$ cat src/rtl/cpu_types_pkg.sv
// Shared datapath types for the pipelined CPU: word/control encodings
// and the memory-stage state enum.
package cpu_types_pkg;

    localparam int MEM_WORD_W = 32;
    localparam int MEM_REG_W  = 5;
    localparam int LINK_LSB   = 2;

    typedef logic [MEM_WORD_W-1:0] word_t;

    // Field order puts dREN in bit 0 so the struct overlays ex_memctrl directly
    typedef struct packed {
        logic [1:0] rsvd;
        logic       halt;
        logic       dWEN;
        logic       dREN;
    } memctrl_t;

    typedef enum logic {
        IDLE   = 1'b0,
        ACCESS = 1'b1
    } mem_state_t;

endpackage

$ cat src/rtl/mem_stage_link_reg.sv
// LL/SC link register: remembers the word reserved by the last LL and
// reports whether an SC in flight may still succeed.
module link_reg #(
    parameter int WORD_W   = 32,
    parameter int LINK_LSB = 2
) (
    input  logic              i_clk,
    input  logic              i_rstN,
    input  logic              i_set,
    input  logic [WORD_W-1:0] i_setAddr,
    input  logic              i_clear,
    input  logic              i_storeKill,
    input  logic [WORD_W-1:0] i_storeAddr,
    input  logic              i_snoop,
    input  logic [WORD_W-1:0] i_snoopAddr,
    input  logic [WORD_W-1:0] i_cmpAddr,
    output logic              o_scPass
);

    localparam int TAG_W = WORD_W - LINK_LSB;

    logic             r_valid;
    logic [TAG_W-1:0] r_tag;

    logic w_snoopHit;
    logic w_storeHit;
    logic w_cmpHit;
    logic w_unused;

    assign w_snoopHit = i_snoop     & (i_snoopAddr[WORD_W-1:LINK_LSB] == r_tag);
    assign w_storeHit = i_storeKill & (i_storeAddr[WORD_W-1:LINK_LSB] == r_tag);
    assign w_cmpHit   = (i_cmpAddr[WORD_W-1:LINK_LSB] == r_tag);

    // A snoop landing in the same cycle as the SC check already kills the reservation
    assign o_scPass = r_valid & w_cmpHit & ~w_snoopHit;

    // Byte offsets inside a word never take part in the reservation
    assign w_unused = ^{i_setAddr[LINK_LSB-1:0], i_storeAddr[LINK_LSB-1:0],
                        i_snoopAddr[LINK_LSB-1:0], i_cmpAddr[LINK_LSB-1:0]};

    // Set beats every clear source because the new LL is younger than any snoop
    always_ff @(posedge i_clk) begin
        if (!i_rstN) begin
            r_valid <= 1'b0;
            r_tag   <= '0;
        end else if (i_set) begin
            r_valid <= 1'b1;
            r_tag   <= i_setAddr[WORD_W-1:LINK_LSB];
        end else if (i_clear | w_snoopHit | w_storeHit) begin
            r_valid <= 1'b0;
        end
    end

endmodule

$ cat src/rtl/mem_stage.sv
// Memory stage: issues data-cache requests, stalls until dhit, tracks the
// LL/SC reservation and registers results into the MEM/WB latch.
module mem_stage #(
    parameter int WORD_W   = cpu_types_pkg::MEM_WORD_W,
    parameter int REG_W    = cpu_types_pkg::MEM_REG_W,
    parameter int LINK_LSB = cpu_types_pkg::LINK_LSB
) (
    input  logic              CLK,
    input  logic              nRST,
    input  logic              ex_valid,
    input  logic [4:0]        ex_memctrl,
    input  logic [3:0]        ex_wbctrl,
    input  logic              ex_atomic,
    input  logic [WORD_W-1:0] ex_aluout,
    input  logic [WORD_W-1:0] ex_store,
    input  logic [REG_W-1:0]  ex_rd,
    input  logic              dhit,
    input  logic [WORD_W-1:0] dload,
    input  logic              snoop_inv,
    input  logic [WORD_W-1:0] snoop_addr,
    output logic              dREN,
    output logic              dWEN,
    output logic [WORD_W-1:0] daddr,
    output logic [WORD_W-1:0] dstore,
    output logic              stall_mem,
    output logic              wb_valid,
    output logic [WORD_W-1:0] wb_wdat,
    output logic [3:0]        wb_wbctrl,
    output logic [REG_W-1:0]  wb_rd,
    output logic              wb_halt
);

    import cpu_types_pkg::*;

    mem_state_t r_state;
    mem_state_t w_nextState;

    logic [WORD_W-1:0] r_addr;
    logic [WORD_W-1:0] r_data;
    logic              r_write;
    logic              r_atomic;
    logic [3:0]        r_wbctrl;
    logic [REG_W-1:0]  r_rd;

    logic              r_wbValid;
    logic [WORD_W-1:0] r_wbWdat;
    logic [3:0]        r_wbWbctrl;
    logic [REG_W-1:0]  r_wbRd;
    logic              r_wbHalt;

    memctrl_t w_ctrl;
    logic     w_write;
    logic     w_read;
    logic     w_isSc;
    logic     w_isLl;
    logic     w_scPass;
    logic     w_issue;
    logic     w_unused;

    assign w_ctrl   = ex_memctrl;
    assign w_write  = w_ctrl.dWEN & ~w_ctrl.halt;
    assign w_read   = w_ctrl.dREN & ~w_ctrl.dWEN & ~w_ctrl.halt;
    assign w_isSc   = w_write & ex_atomic;
    assign w_isLl   = w_read & ex_atomic;
    assign w_issue  = ex_valid & (w_write | w_read) & (~w_isSc | w_scPass);
    assign w_unused = ^{w_ctrl.rsvd, w_isLl};

    assign wb_valid  = r_wbValid;
    assign wb_wdat   = r_wbWdat;
    assign wb_wbctrl = r_wbWbctrl;
    assign wb_rd     = r_wbRd;
    assign wb_halt   = r_wbHalt;

    link_reg #(
        .WORD_W   (WORD_W),
        .LINK_LSB (LINK_LSB)
    ) u_linkReg (
        .i_clk       (CLK),
        .i_rstN      (nRST),
        .i_set       ((r_state == ACCESS) & dhit & ~r_write & r_atomic),
        .i_setAddr   (r_addr),
        .i_clear     ((r_state == IDLE) & ex_valid & w_isSc),
        .i_storeKill ((r_state == ACCESS) & dhit & r_write & ~r_atomic),
        .i_storeAddr (r_addr),
        .i_snoop     (snoop_inv),
        .i_snoopAddr (snoop_addr),
        .i_cmpAddr   (ex_aluout),
        .o_scPass    (w_scPass)
    );

    // Next-state and cache request outputs; requests only come from the captured copy
    always_comb begin
        w_nextState = r_state;
        dREN        = 1'b0;
        dWEN        = 1'b0;
        daddr       = '0;
        dstore      = '0;
        stall_mem   = 1'b0;
        case (r_state)
            IDLE: begin
                if (w_issue) begin
                    stall_mem   = 1'b1;
                    w_nextState = ACCESS;
                end
            end
            ACCESS: begin
                dREN      = ~r_write;
                dWEN      = r_write;
                daddr     = r_addr;
                dstore    = r_data;
                stall_mem = ~dhit;
                if (dhit) begin
                    w_nextState = IDLE;
                end
            end
            default: w_nextState = IDLE;
        endcase
    end

    // State register, request capture and MEM/WB latch; stalled edges push a bubble
    always_ff @(posedge CLK) begin
        if (!nRST) begin
            r_state    <= IDLE;
            r_addr     <= '0;
            r_data     <= '0;
            r_write    <= 1'b0;
            r_atomic   <= 1'b0;
            r_wbctrl   <= '0;
            r_rd       <= '0;
            r_wbValid  <= 1'b0;
            r_wbWdat   <= '0;
            r_wbWbctrl <= '0;
            r_wbRd     <= '0;
            r_wbHalt   <= 1'b0;
        end else begin
            r_state <= w_nextState;
            case (r_state)
                IDLE: begin
                    if (w_issue) begin
                        r_addr    <= ex_aluout;
                        r_data    <= ex_store;
                        r_write   <= w_write;
                        r_atomic  <= ex_atomic;
                        r_wbctrl  <= ex_wbctrl;
                        r_rd      <= ex_rd;
                        r_wbValid <= 1'b0;
                        r_wbHalt  <= 1'b0;
                    end else if (ex_valid) begin
                        r_wbValid  <= 1'b1;
                        r_wbWdat   <= w_isSc ? '0 : ex_aluout;
                        r_wbWbctrl <= ex_wbctrl;
                        r_wbRd     <= ex_rd;
                        r_wbHalt   <= w_ctrl.halt;
                    end else begin
                        r_wbValid <= 1'b0;
                        r_wbHalt  <= 1'b0;
                    end
                end
                ACCESS: begin
                    if (dhit) begin
                        r_wbValid  <= 1'b1;
                        r_wbWdat   <= !r_write ? dload : (r_atomic ? WORD_W'(1) : r_addr);
                        r_wbWbctrl <= r_wbctrl;
                        r_wbRd     <= r_rd;
                        r_wbHalt   <= 1'b0;
                    end else begin
                        r_wbValid <= 1'b0;
                        r_wbHalt  <= 1'b0;
                    end
                end
                default: r_wbValid <= 1'b0;
            endcase
        end
    end

endmodule

$ cat config.mk
export PLATFORM = sky130hd
export DESIGN_NAME = mem_stage
export DESIGN_NICKNAME = d
export VERILOG_FILES = /design/src/rtl/cpu_types_pkg.sv /design/src/rtl/mem_stage_link_reg.sv /design/src/rtl/mem_stage.sv
export SDC_FILE = /design/constraint.sdc
export NUM_CORES = 1
export LEC_CHECK = 0
export ABC_AREA = 1
export ABC_CLOCK_PERIOD_IN_PS = 2100
export BUFFER_PORTS_ARGS = -buffer_cell sky130_fd_sc_hd__clkbuf_2
export CORE_MARGIN = 2
export CORE_UTILIZATION = 36
export DETAILED_ROUTE_END_ITERATION = 10
export MAX_ROUTING_LAYER = met4
export SYNTH_ARGS = -nofsm -noshare
export SYNTH_HDL_FRONTEND = slang
export SYNTH_SLANG_ARGS = --single-unit
$ cat constraint.sdc
create_clock -name CLK -period 2.1 [get_ports CLK]
set_input_delay 0.42 -clock CLK [delete_from_list [all_inputs] [get_ports CLK]]
set_output_delay 0.42 -clock CLK [all_outputs]
set_load 0.02 [all_outputs]
== Word level (Yosys, flattened, before mapping) ==
Index checks and enable logic that the tools add are counted.

* Bits of input ports: 148
* Register bits after elaboration: 150
* Output and inout bits: 110

* Eq/ne operators: 6
* Muxes and demuxes: 32
* Reductions and logical operators: 3
* Bitwise operators: 29

{| class="wikitable"
|+ Operators with widths
! operator !! count
|-
| two-way mux 32 bit || 8
|-
| == test 30 bit || 3
|-
| case mux 32 bit (2 select lines) || 1
|-
| AND 1 bit || 17
|-
| two-way mux 5 bit || 3
|-
| two-way mux 4 bit || 3
|-
| two-way mux 1 bit || 11
|-
| case mux 5 bit (2 select lines) || 1
|-
| NOT 1 bit || 8
|-
| case mux 1 bit (2 select lines) || 4
|-
| case mux 4 bit (2 select lines) || 1
|-
| inequality test 2 bit (second input constant) || 3
|-
| bitwise OR 1 bit || 4
|-
| AND reduction 3 bit || 1
|-
| AND reduction 2 bit || 1
|-
| nonzero test 2 bit || 1
|}

== Depth between registers and ports, before layout ==
Gate-level depths: netlist of the first run.

* Depth after elaboration: 8
* Depth in mapped cells: 18

== By module ==
From an unflattened synthesis of the first run, not the netlist that was laid out.

* Cell total of the unflattened synthesis: 1,345
* Area, all modules: 8,350.5 sq um

{| class="wikitable"
|+ By module, submodules not included
! module !! instances !! area an instance (sq um) !! cells each !! sequential area each (sq um)
|-
| mem_stage || 1 || 5,790.6 || 886 || 2,382.3
|-
| link_reg || 1 || 2,560.0 || 459 || 620.6
|}

== Worst setup path after synthesis of the first run ==
OpenSTA, ideal clock, no wires.

* Path type: input to output
* Start: input port ex_valid
* End: output port stall_mem
* Data arrival time: 1.457 ns
* Stages: 6
* Path slack: 0.223 ns
* Cells stage by stage: inv_1 > nor3_1 > nand2_2 > nand2_1 > nand2_1 > inv_1

* Cells in the longest elaborated chain, start to end: 4

{| class="wikitable"
|+ RTL lines
! element !! RTL line !! source
|-
| start, declared || mem_stage.sv:10 || <nowiki>input logic ex_valid,</nowiki>
|-
| AND 1 bit (2 in series) || mem_stage.sv:65 || <nowiki>assign w_issue = ex_valid & (w_write | w_read) & (~w_isSc | w_scPass);</nowiki>
|-
| two-way mux 1 bit || mem_stage.sv:101 || <nowiki>if (w_issue) begin</nowiki>
|-
| case mux 1 bit (2 select lines) || mem_stage.sv:99 || <nowiki>case (r_state)</nowiki>
|-
| end, declared || mem_stage.sv:25 || <nowiki>output logic stall_mem,</nowiki>
|}

No other way between the ends.

== Worst setup path after layout of the first run ==
* Start: register u_linkReg.r_tag[2]
* End: output port stall_mem

* Cells in the longest elaborated chain, start to end: 8

{| class="wikitable"
|+ RTL lines
! element !! RTL line !! source
|-
| start, declared || mem_stage_link_reg.sv:23 || <nowiki>logic [TAG_W-1:0] r_tag;</nowiki>
|-
| start signal, assigned || mem_stage_link_reg.sv:48 || <nowiki>r_tag <= i_setAddr[WORD_W-1:LINK_LSB];</nowiki>
|-
| == test 30 bit || mem_stage_link_reg.sv:30 || <nowiki>assign w_snoopHit = i_snoop & (i_snoopAddr[WORD_W-1:LINK_LSB] == r_tag);</nowiki>
|-
| AND 1 bit || mem_stage_link_reg.sv:30 ||
|-
| NOT 1 bit || mem_stage_link_reg.sv:35 || <nowiki>assign o_scPass = r_valid & w_cmpHit & ~w_snoopHit;</nowiki>
|-
| AND 1 bit (*) || mem_stage_link_reg.sv:35 ||
|-
| bitwise OR 1 bit (*) || mem_stage.sv:65 ||
|-
| AND 1 bit (*) || mem_stage.sv:65 ||
|-
| two-way mux 1 bit (*) || mem_stage.sv:101 ||
|-
| case mux 1 bit (2 select lines) (*) || mem_stage.sv:99 ||
|}

Every way passes the cells marked *; elsewhere a longest branch is shown, timed or not.

==> results of run 1 <==
[cells in the mapped netlist (all sizes together)]
| cell type | n |
|---|---|
| nand2 | 396 |
| nor3 | 6 |
| a21oi | 125 |
| clkbuf | 60 |
| nand4 | 57 |
| o22ai | 1 |
| nor3b | 1 |
| clkinv | 2 |
| or2 | 1 |
| nor4 | 5 |
| nand3 | 77 |
| inv | 213 |
| xnor2 | 12 |
| buf | 26 |
| o211ai | 31 |
| dfxtp | 150 |
| xor2 | 28 |
| nor2 | 111 |
| o21ai | 59 |
[layout make-up]
| class | instances | area, um2 | area share (%) |
|---|---|---|---|
| sequential | 150 | 3050 | 25.5 |
| inverter | 215 | 808 | 6.76 |
| tap | 319 | 399 | 3.34 |
| multi-input combinational | 911 | 4580 | 38.3 |
| clock buffer | 19 | 453 | 3.79 |
| clock inverter | 13 | 195 | 1.63 |
| timing repair buffer | 357 | 2470 | 20.7 |
[cell usage in the layout (no fill, tap or decap), types with 6 or more instances in the layout]
master,count
o21ai_0,43
buf_12,15
o211ai_1,31
buf_16,6
inv_2,19
dfxtp_1,123
nor2_2,12
a21oi_1,92
a21oi_2,27
dfxtp_2,20
inv_1,195
nor2_1,98
nand2_2,17
xnor2_1,11
clkbuf_16,20
buf_4,65
nand4_1,57
clkbuf_2,252
dfxtp_4,7
a21oi_4,6
o21ai_1,15
nand2_1,377
nand3_1,75
buf_6,15
xor2_1,28
[metal layers]
layer,vias up,GRT usage (%),share of wire (%)
li1,4883,-,-
met1,4400,31.6,44
met3,41,4.05,6.5
met4,0,6.58,1.8
met2,325,41.3,48
met5,-,-,0
[stage by stage]
stage | setup TNS, ns | util (%) | instances | worst slack, ns
after floorplan | 0 | - | 1361 | 0.223
after detailed placement | -16.18 | 45.0 | 1924 | -0.215
after global routing | -17.05 | 51.4 | 1984 | -0.448
after CTS | -0.949 | 49.9 | 1978 | -0.327
after global placement | -15.81 | 45.0 | 1924 | -0.202
final | -2.63 | 51.4 | 1984 | -0.325
[final timing paths]
path / cells after the start / to / slack, ns
worst max-delay path: 14 / stall_mem / -0.33
worst min-delay path: 3 / r_atomic / 0.25
worst max register to register: 18 / wb_wdat[13] / -0.09
worst min register to register: 2 / r_rd[1] / 0.46
[worst max-delay path: stages, from the launching register on]
cell and delay, ns:
dfxtp_4 0.36, nor2_1 0.10, nor2_1 0.06, nor2_1 0.10, nand2_1 0.11, nor2_2 0.12, nand2_1 0.08, nor2_2 0.12
nand2_2 0.07, nand2_2 0.07, nand2_2 0.06, nand2_2 0.07, nand2_2 0.06, inv_2 0.09, buf_8 0.11
[repair_timing]
action,CTS,global route
gates cloned,6,4
setup endpoints to repair,117,120
pin swaps,22,26
buffers inserted,18,7
endpoints found under the hold margin,0,0
gates resized for setup,68,87
[flip-flops by register name (all words and copies together) (netlist names)]
register           flops
r_addr                32
r_atomic               1
r_data                32
r_rd                   5
r_state                1
r_wbctrl               4
r_write                1
u_linkReg.r_tag       30
u_linkReg.r_valid      1
wb_halt                1
wb_rd                  5
wb_valid               1
wb_wbctrl              4
wb_wdat               32
[where the power goes]
group | switching, uW | total (uW) | internal, uW | leakage, uW
combinational | 1010 | 1710 | 707 | 0.00482
clock | 1330 | 3400 | 2070 | 0.000300
sequential | 108 | 3110 | 3010 | 0.00124
total | 2450 | 8230 | 5780 | 0.00636
[kinds of logic after synthesis]
logic type | Yosys count
flip-flops | 150
AND/OR/NAND/NOR | 654
XOR/XNOR | 40
buffers and inverters | 301
AO/OA/AOI/OAI | 216
==> impl_metrics.ini, run 1 <==
[run_status]
status = complete, but fails checks
violations = negative setup slack

[synth]
synth-compound-area-share_pct = 13.7
yosysUniqueCellTypes = 27
synth_top_family_by_area = simple AND/OR/NAND/NOR gates
syn_area_mm2 = 0.00846
synth.mux.area_fraction_pct = 0
synthAdderAreaFrac_pct = 0
ys_top_cells_by_area = dfxtp_1 (36%), nand2_1 (17%), inv_1 (9.1%), a21oi_1 (7.4%), nor2_1 (4.9%)
yosysTopAreaCell = dfxtp_1
synth_top_area_share_pct = 35.5
synth-xor-area-share_pct = 4.14
synthSimpleGateAreaFrac_pct = 32.4
synth_warnings = 0
syn_nets = 1509
ys_ff_latch = 150
yosysSeqAreaShare_pct = 35.5
synth.avg_cell_area_um2 = 6.21
netlist_instances = 1361

[clocking]
cts.htree.levels = 4
clock_sinks = 150
hold_buffers = 0
cts_buffer_depth = 2
cts_made_buffers = 17
cts_root_buf = clkbuf_16
clock_latency_ns = 0.43
path_clk_slew_ns = 0.07
cts_tree = done

[setup_path]
cp-end-kind = output pin
crit_fanout = 4
critPathLaunch = u_linkReg.r_tag[2]
r2r_start = u_linkReg.r_tag[0]
critPathLaunchType = flip-flop
crit_arrival_ns = 2.01
worstPathRequired_ns = 1.68
path_class = flip-flop to output pin

[final_layout]
drive_gt1_share_pct = 30.6
syn2layout_area_growth_pct = 41.4
n_antenna_cell = 0
finalInstanceArea_mm2 = 0.0120
nets = 1800
fill_cells = 2346

[sta]
fin_skew_ns = 0.0112
timing.fmax_mhz = 412
fin_ws_ns = -0.325
timing.hold.ws_ns = 0.249
slew_headroom_pct = 47.7
setup_viol = 62
finalHoldViolCount = 0
tightest_slew_ns = 0.782
fin_crit_sh_pct = 115
rsz0062_at_grt = true
fin_crit_ns = 2.43
final_max_slew_viol_count = 0

[die]
start_util_pct = 36.4
core_area_mm2 = 0.0233
die_y_um = 157
dieArea_mm2 = 0.0247
num_io_pins = 258
core.rowCount = 56
die_w_um = 157

[grt]
grt_remaining_overflow = 0
grt_pass1_wl_um = 47000
grt_pass1_vias = 8993
antenna_found_initial = 0
grt_max_degree = 58
track_usage_pct = 24.9

[route]
routed_wl_um = 30700
drtIter0Drc = 624
remaining_drc_errors = 0
num_vias = 9649
first_pass_iters = 5
viasPerCell = 4.86
wl_per_cell_um = 15.5
final_antenna_net_count = 0

[min_path]
holdCritPathClass = primary input to flip-flop
hold_path.startpoint = ex_atomic

[power_and_ir_drop]
ir_worst_vdd_v = 0.000507
p_total_uw = 8230
pwr_density_cell_mw_per_mm2 = 688
power_leakage_uw = 0.00636

[placed_design]
portBuffers = 253
gp_congestion = 0.853
place_area_mm2 = 0.0105
dp_hpwl_um = 20200

[flow_run]
cap_violations = 0
No activity file was read; power rests on OpenSTA's default activity.
==> run 2: changes to the inputs <==
Settings changed: ABC_AREA 1 to not set.
==> impl_metrics.ini, run 2 <==
[synth]
synth_edf_count = 0
synth.most_common_cell = dfxtp_1
async_flop_share_pct = 0
yosysSeqAreaShare_pct = 43.1
netlist_instances = 728
ys_ff_latch = 150
syn_nets = 876
synth_top_area_share_pct = 43.1
yosysUniqueCellTypes = 37
ys_top_cells_by_area = dfxtp_1 (43%), a22o_1 (9.4%), xnor2_1 (7.5%), and2_1 (5.8%), o211a_1 (4.6%)
synth_warnings = 0
syn_area_mm2 = 0.00696
yosysTopAreaCell = dfxtp_1
yosys-top-cells-count = dfxtp_1 (150), a22o_1 (75), nand2_1 (73)
synth_top_flop_cell = dfxtp_1
synth.avg_cell_area_um2 = 9.56

[grt]
grt_remaining_overflow = 0
grt_max_degree = 80
track_usage_pct = 25.9
grt_pass1_wl_um = 39000
antenna_found_initial = 0
grt_pass1_vias = 6760

[final_layout]
drive_gt1_share_pct = 42.9
final_common_cell = clkbuf_2
final_util_pct = 56.4
final_cell_mix = clkbuf_2 (252), dfxtp_1 (136), buf_4 (79)
nets = 1212
syn2layout_area_growth_pct = 52.7
fill_cells = 1733
n_antenna_cell = 0

[die]
dieArea_mm2 = 0.0205
start_util_pct = 37.0
core.rowCount = 50
num_io_pins = 258
core_area_mm2 = 0.0188
die_w_um = 143
die_y_um = 143

[sta]
rsz0062_at_grt = true
timing.fmax_mhz = 390
finalHoldViolCount = 0
fin_ws_ns = -0.465
fin_crit_ns = 2.56
fin_skew_ns = 0.0111
final_max_slew_viol_count = 0
finalSetupTns_ns = -32.17
slew_headroom_pct = 47.6
fin_crit_sh_pct = 122
tightest_slew_ns = 0.786
setup_viol = 117

[route]
viasPerCell = 5.29
first_pass_iters = 5
final_antenna_net_count = 0
routed_wl_um = 26300
remaining_drc_errors = 0
drtIter0Drc = 599
num_vias = 7073
wl_per_cell_um = 19.7

[placed_design]
gp_congestion = 0.861
portBuffers = 253
dp_hpwl_um = 17500

[clocking]
cts_made_buffers = 17
cts_tree = done
cts_buffer_depth = 2
clock_sinks = 150
cts_root_buf = clkbuf_16
cts.htree.levels = 4
clock_latency_ns = 0.43
path_clk_slew_ns = 0.07

[setup_path]
cp-end-kind = output pin
critPathLaunchType = flip-flop
worstPathRequired_ns = 1.68
max_stage_delay_ns = 0.34
crit_fanout = 3
crit_family = simple AND/OR/NAND/NOR gates
crit_top_cell = nor4_2
crit_buf_inv = 3
path_class = flip-flop to output pin
r2r_start = u_linkReg.r_tag[18]
crit_arrival_ns = 2.14
cpMaxStageDelayCell = dfxtp_2
critPathLaunch = u_linkReg.r_tag[18]
crit_path_cell_trace = buf_6, xor2_4, nor4_2, nand4_1, nor4_2, buf_4, a21oi_2, o22ai_2, clkbuf_8

[power_and_ir_drop]
power_leakage_uw = 0.00493
ir_worst_vdd_v = 0.000599
pwr_density_cell_mw_per_mm2 = 700

[min_path]
hold_path.startpoint = ex_store[30]
holdCritPathClass = primary input to flip-flop

[run_status]
status = complete, but fails checks
violations = negative setup slack

[flow_run]
cap_violations = 0
-- run 2: cell types whose count changed in the layout (fill, tap and decap cells not counted), moves of 65 or more --
cell     change
a22o_1      +75
nor2_1      -96
inv_1      -193
nand3_1     -71
and2_1      +65
nand2_1    -305
-- run 2: area by class of cell --
type,count,area (um2),area share [%]
sequential,150,3020,28.4
multi-input combinational,516,3880,36.5
clock inverter,12,140,1.32
clock buffer,20,467,4.39
inverter,2,7.51,0.0706
tap,260,325,3.06
timing repair buffer,377,2790,26.2
-- run 2: worst paths after layout --
path                                endpoint  slack [ns]  cells after the start
worst min-delay path              r_data[30]        0.20                      2
worst min register to register  wb_wbctrl[2]        0.45                      2
worst max-delay path               stall_mem       -0.46                      9
worst max register to register    r_data[19]       -0.36                     12
-- run 2: kinds of logic after synthesis --
kind of cell | after synthesis | synth area share [%]
DFF | 150 | 43.1
buffers and inverters | 62 | 4.30
AOI/OAI and AO/OA | 222 | 25.1
and+or+nand+nor | 195 | 14.8
muxes | 9 | 1.29
xor gates and xnor gates | 90 | 11.3
-- run 2: worst reg2reg max path, stage by stage (launching register included) --
cell	delay, ns
dfxtp_2	0.34
buf_6	0.12
xor2_4	0.15
nor4_2	0.30
nand4_1	0.14
nor4_2	0.17
buf_4	0.16
a21oi_2	0.07
buf_4	0.16
o21a_4	0.24
buf_12	0.15
clkbuf_16	0.16
a22o_1	0.22
-- run 2: power by group --
| part | switching, uW | total (uW) | internal, uW | leakage, uW |
|---|---|---|---|---|
| clock | 1290 | 3160 | 1860 | 0.000290 |
| combinational | 615 | 1220 | 604 | 0.00341 |
| sequential | 89.1 | 3060 | 2970 | 0.00123 |
| total | 2000 | 7440 | 5440 | 0.00493 |
-- run 2: metrics by stage --
step	std cells	worst slack [ns]	hold slack, ns	power (uW)	instance area, um2
after floorplan	728	-0.0638	0.440	3640	6970
final	1337	-0.465	0.196	7440	10600
after CTS	1331	-0.452	0.186	7400	10400
after global placement	1273	-0.497	0.443	4120	9090
after global routing	1337	-0.567	0.195	7700	10600
after detailed placement	1273	-0.547	0.449	4120	9090
-- run 2: repair_timing --
item                                   CTS  global route
pin swaps                               20            27
setup endpoints to repair              118           119
setup buffers                           15             2
endpoints found under the hold margin    0             0
hold buffers                             0             0
cloned                                  12             6
resized for setup                       54            22
-- run 2: routing by layer --
metal / track usage [%] / part of all wire, % / vias to the layer above / wire, um
met3: 5.13 / 6.6 / 27 / 1730
li1: - / - / 3356 / -
met5: - / 0 / - / 0
met1: 34.3 / 45 / 3382 / 11800
met2: 40.4 / 47 / 308 / 12300
met4: 6.67 / 1.7 / 0 / 446
==> run 3: changes to the inputs <==
Settings changed: SYNTH_HIERARCHICAL set to 1.
==> impl_metrics.ini, run 3 <==
[power_and_ir_drop]
share_seq_of_total_power_pct = 38.2
p_int_uw = 5820
power_frac_comb_pct = 20.6
switching_share_pct = 28.7
ir_worst_vdd_v = 0.000566
clkPwrFrac_pct = 41.2
power_leakage_uw = 0.00532
power_switching_uw = 2340
pwr_density_cell_mw_per_mm2 = 665

[clocking]
cts.htree.levels = 4
hold_buffers = 0
cts_made_buffers = 17
cts_root_buf = clkbuf_16
cts_buffer_depth = 2
path_clk_slew_ns = 0.07
clock_sinks = 150
cts_tree = done
clock_latency_ns = 0.43

[route]
viasPerCell = 5.33
final_antenna_net_count = 0
num_vias = 8057
routed_wl_um = 29900
drtIter0Drc = 703
remaining_drc_errors = 0
wl_per_cell_um = 19.8
first_pass_iters = 8

[setup_path]
crit_family = simple AND/OR/NAND/NOR gates
cp-end-kind = output pin
r2r_start = u_linkReg/r_tag[23]
cpMaxStageDelayCell = or4_4
crit_path_cell_trace = xnor2_2, nand4_1, or4_4, o41ai_4, nor2_2, nand3b_1, nand4_1, o21ai_4, buf_8
path_class = flip-flop to output pin
crit_top_cell = nand4_1
critPathLaunch = u_linkReg/r_tag[23]
max_stage_delay_ns = 0.58
critPathLaunchType = flip-flop
crit_fanout = 2
worstPathRequired_ns = 1.68
crit_buf_inv = 1
crit_arrival_ns = 2.69

[synth]
syn_area_mm2 = 0.00743
synth.most_common_cell = dfxtp_1
yosys-top-cells-count = dfxtp_1 (150), o21ai_0 (110), nand2_1 (80)
async_flop_share_pct = 0
ys_ff_latch = 150
synth_warnings = 6
synth.avg_cell_area_um2 = 8.40
synth_edf_count = 0
synth_top_area_share_pct = 40.4
synth_top_flop_cell = dfxtp_1
yosysTopAreaCell = dfxtp_1
netlist_instances = 884
yosysUniqueCellTypes = 40
ys_top_cells_by_area = dfxtp_1 (40%), o21ai_0 (7.4%), and2_1 (5.6%), xnor2_1 (5.5%), mux2i_1 (5.3%)
syn_nets = 1032
yosysSeqAreaShare_pct = 40.4

[die]
start_util_pct = 36.7
core_area_mm2 = 0.0202
dieArea_mm2 = 0.0218
die_y_um = 148
die_w_um = 148
num_io_pins = 258
core.rowCount = 52

[sta]
finalHoldViolCount = 0
fin_crit_sh_pct = 148
tightest_slew_ns = 1.08
fin_skew_ns = 0.0122
rsz0062_at_grt = true
fin_ws_ns = -1.01
slew_headroom_pct = 27.7
final_max_slew_viol_count = 0
setup_viol = 119
fin_crit_ns = 3.11
timing.fmax_mhz = 322

[run_status]
violations = negative setup slack
status = complete, but fails checks

[final_layout]
syn2layout_area_growth_pct = 65.1
drive_gt1_share_pct = 50.9
multi_input_area_mm2 = 0.00502
final_util_pct = 60.6
nets = 1376
n_antenna_cell = 0
fill_cells = 1691
seq_area_mm2 = 0.00302
final_common_cell = clkbuf_2
final_cell_mix = clkbuf_2 (251), dfxtp_1 (139), nand2_1 (80)
finalInstanceArea_mm2 = 0.0123

[placed_design]
portBuffers = 253
gp_congestion = 0.853
place_area_mm2 = 0.00965
dp_hpwl_um = 18300

[min_path]
hold_path.startpoint = ex_store[11]
holdCritPathClass = primary input to flip-flop

[grt]
grt_max_degree = 74
grt_pass1_wl_um = 45500
antenna_found_initial = 0
grt_pass1_vias = 7988
track_usage_pct = 27.9
grt_remaining_overflow = 0

[flow_run]
cap_violations = 0
## run 3: cell type report
| type | count | share of cell area (%) |
|---|---|---|
| Inverter | 8 | 0.245 |
| Timing Repair Buffer | 400 | 26.2 |
| Clock buffer | 19 | 3.61 |
| Clock inverter | 13 | 1.59 |
| Tap cell | 270 | 2.75 |
| Sequential cell | 150 | 24.6 |
| Multi-Input combinational cell | 651 | 41.0 |
## run 3: final timing paths
path                                    end  slack, ns  cells past startpoint
worst max-delay path              stall_mem      -1.01                      9
worst min register to register   r_data[29]       0.46                      2
worst max register to register  wb_wdat[10]      -0.92                     13
worst min-delay path             r_data[11]       0.21                      3
## run 3: kinds of logic after synthesis
group	Yosys count	share of synthesized area, %
muxes	39	5.25
DFF	150	40.4
xor gates and xnor gates	86	10.1
buffers and inverters	83	4.98
and+or+nand+nor	335	22.9
AOI/OAI and AO/OA	191	16.3
## run 3: per-layer routing
metal,GRT usage [%],part of all wire [%],routed length [um],vias to the layer above
li1,-,-,-,3799
met1,37.1,43,13000,3829
met2,43.1,47,14000,385
met3,5.34,7.6,2260,44
met4,8.75,2.1,627,0
met5,-,0,0,-
## run 3: power groups by stage
stage / sequential [uW] / combinational, uW / clock [uW]
6_report: 3120 / 1680 / 3360
5_1_grt: 3130 / 1780 / 3530
4_1_cts: 3090 / 1690 / 3400
3_5_place_dp: 3140 / 1110 / 0
3_3_place_gp: 3140 / 1100 / 0
2_1_floorplan: 3220 / 542 / 0
## run 3: tightest hold or removal path, delay by kind of cell
| kind | cells | cell delay [ns] |
|---|---|---|
| buffers and inverters | 1 | 0.08 |
| and+or+nand+nor | 1 | 0.05 |
| AOI/OAI and AO/OA | 1 | 0.05 |
## run 3: timing repair
action | CTS | global route
cloned | 30 | 1
setup buffers | 41 | 15
gates resized for setup | 265 | 96
endpoints found under the setup margin | 150 | 150
pin swaps | 58 | 31
## run 3: through the flow
stage / TNS (ns) / hold slack, ns / total power (uW) / std cells / setup WS (ns)
global placement: -103.24 / 0.445 / 4240 / 1421 / -0.984
finish: -93.70 / 0.208 / 8160 / 1511 / -1.01
floorplan: -29.54 / 0.435 / 3760 / 884 / -0.341
global route: -97.67 / 0.198 / 8440 / 1511 / -1.05
detailed placement: -109.02 / 0.455 / 4260 / 1421 / -1.03
CTS: -95.07 / 0.193 / 8190 / 1523 / -1.02
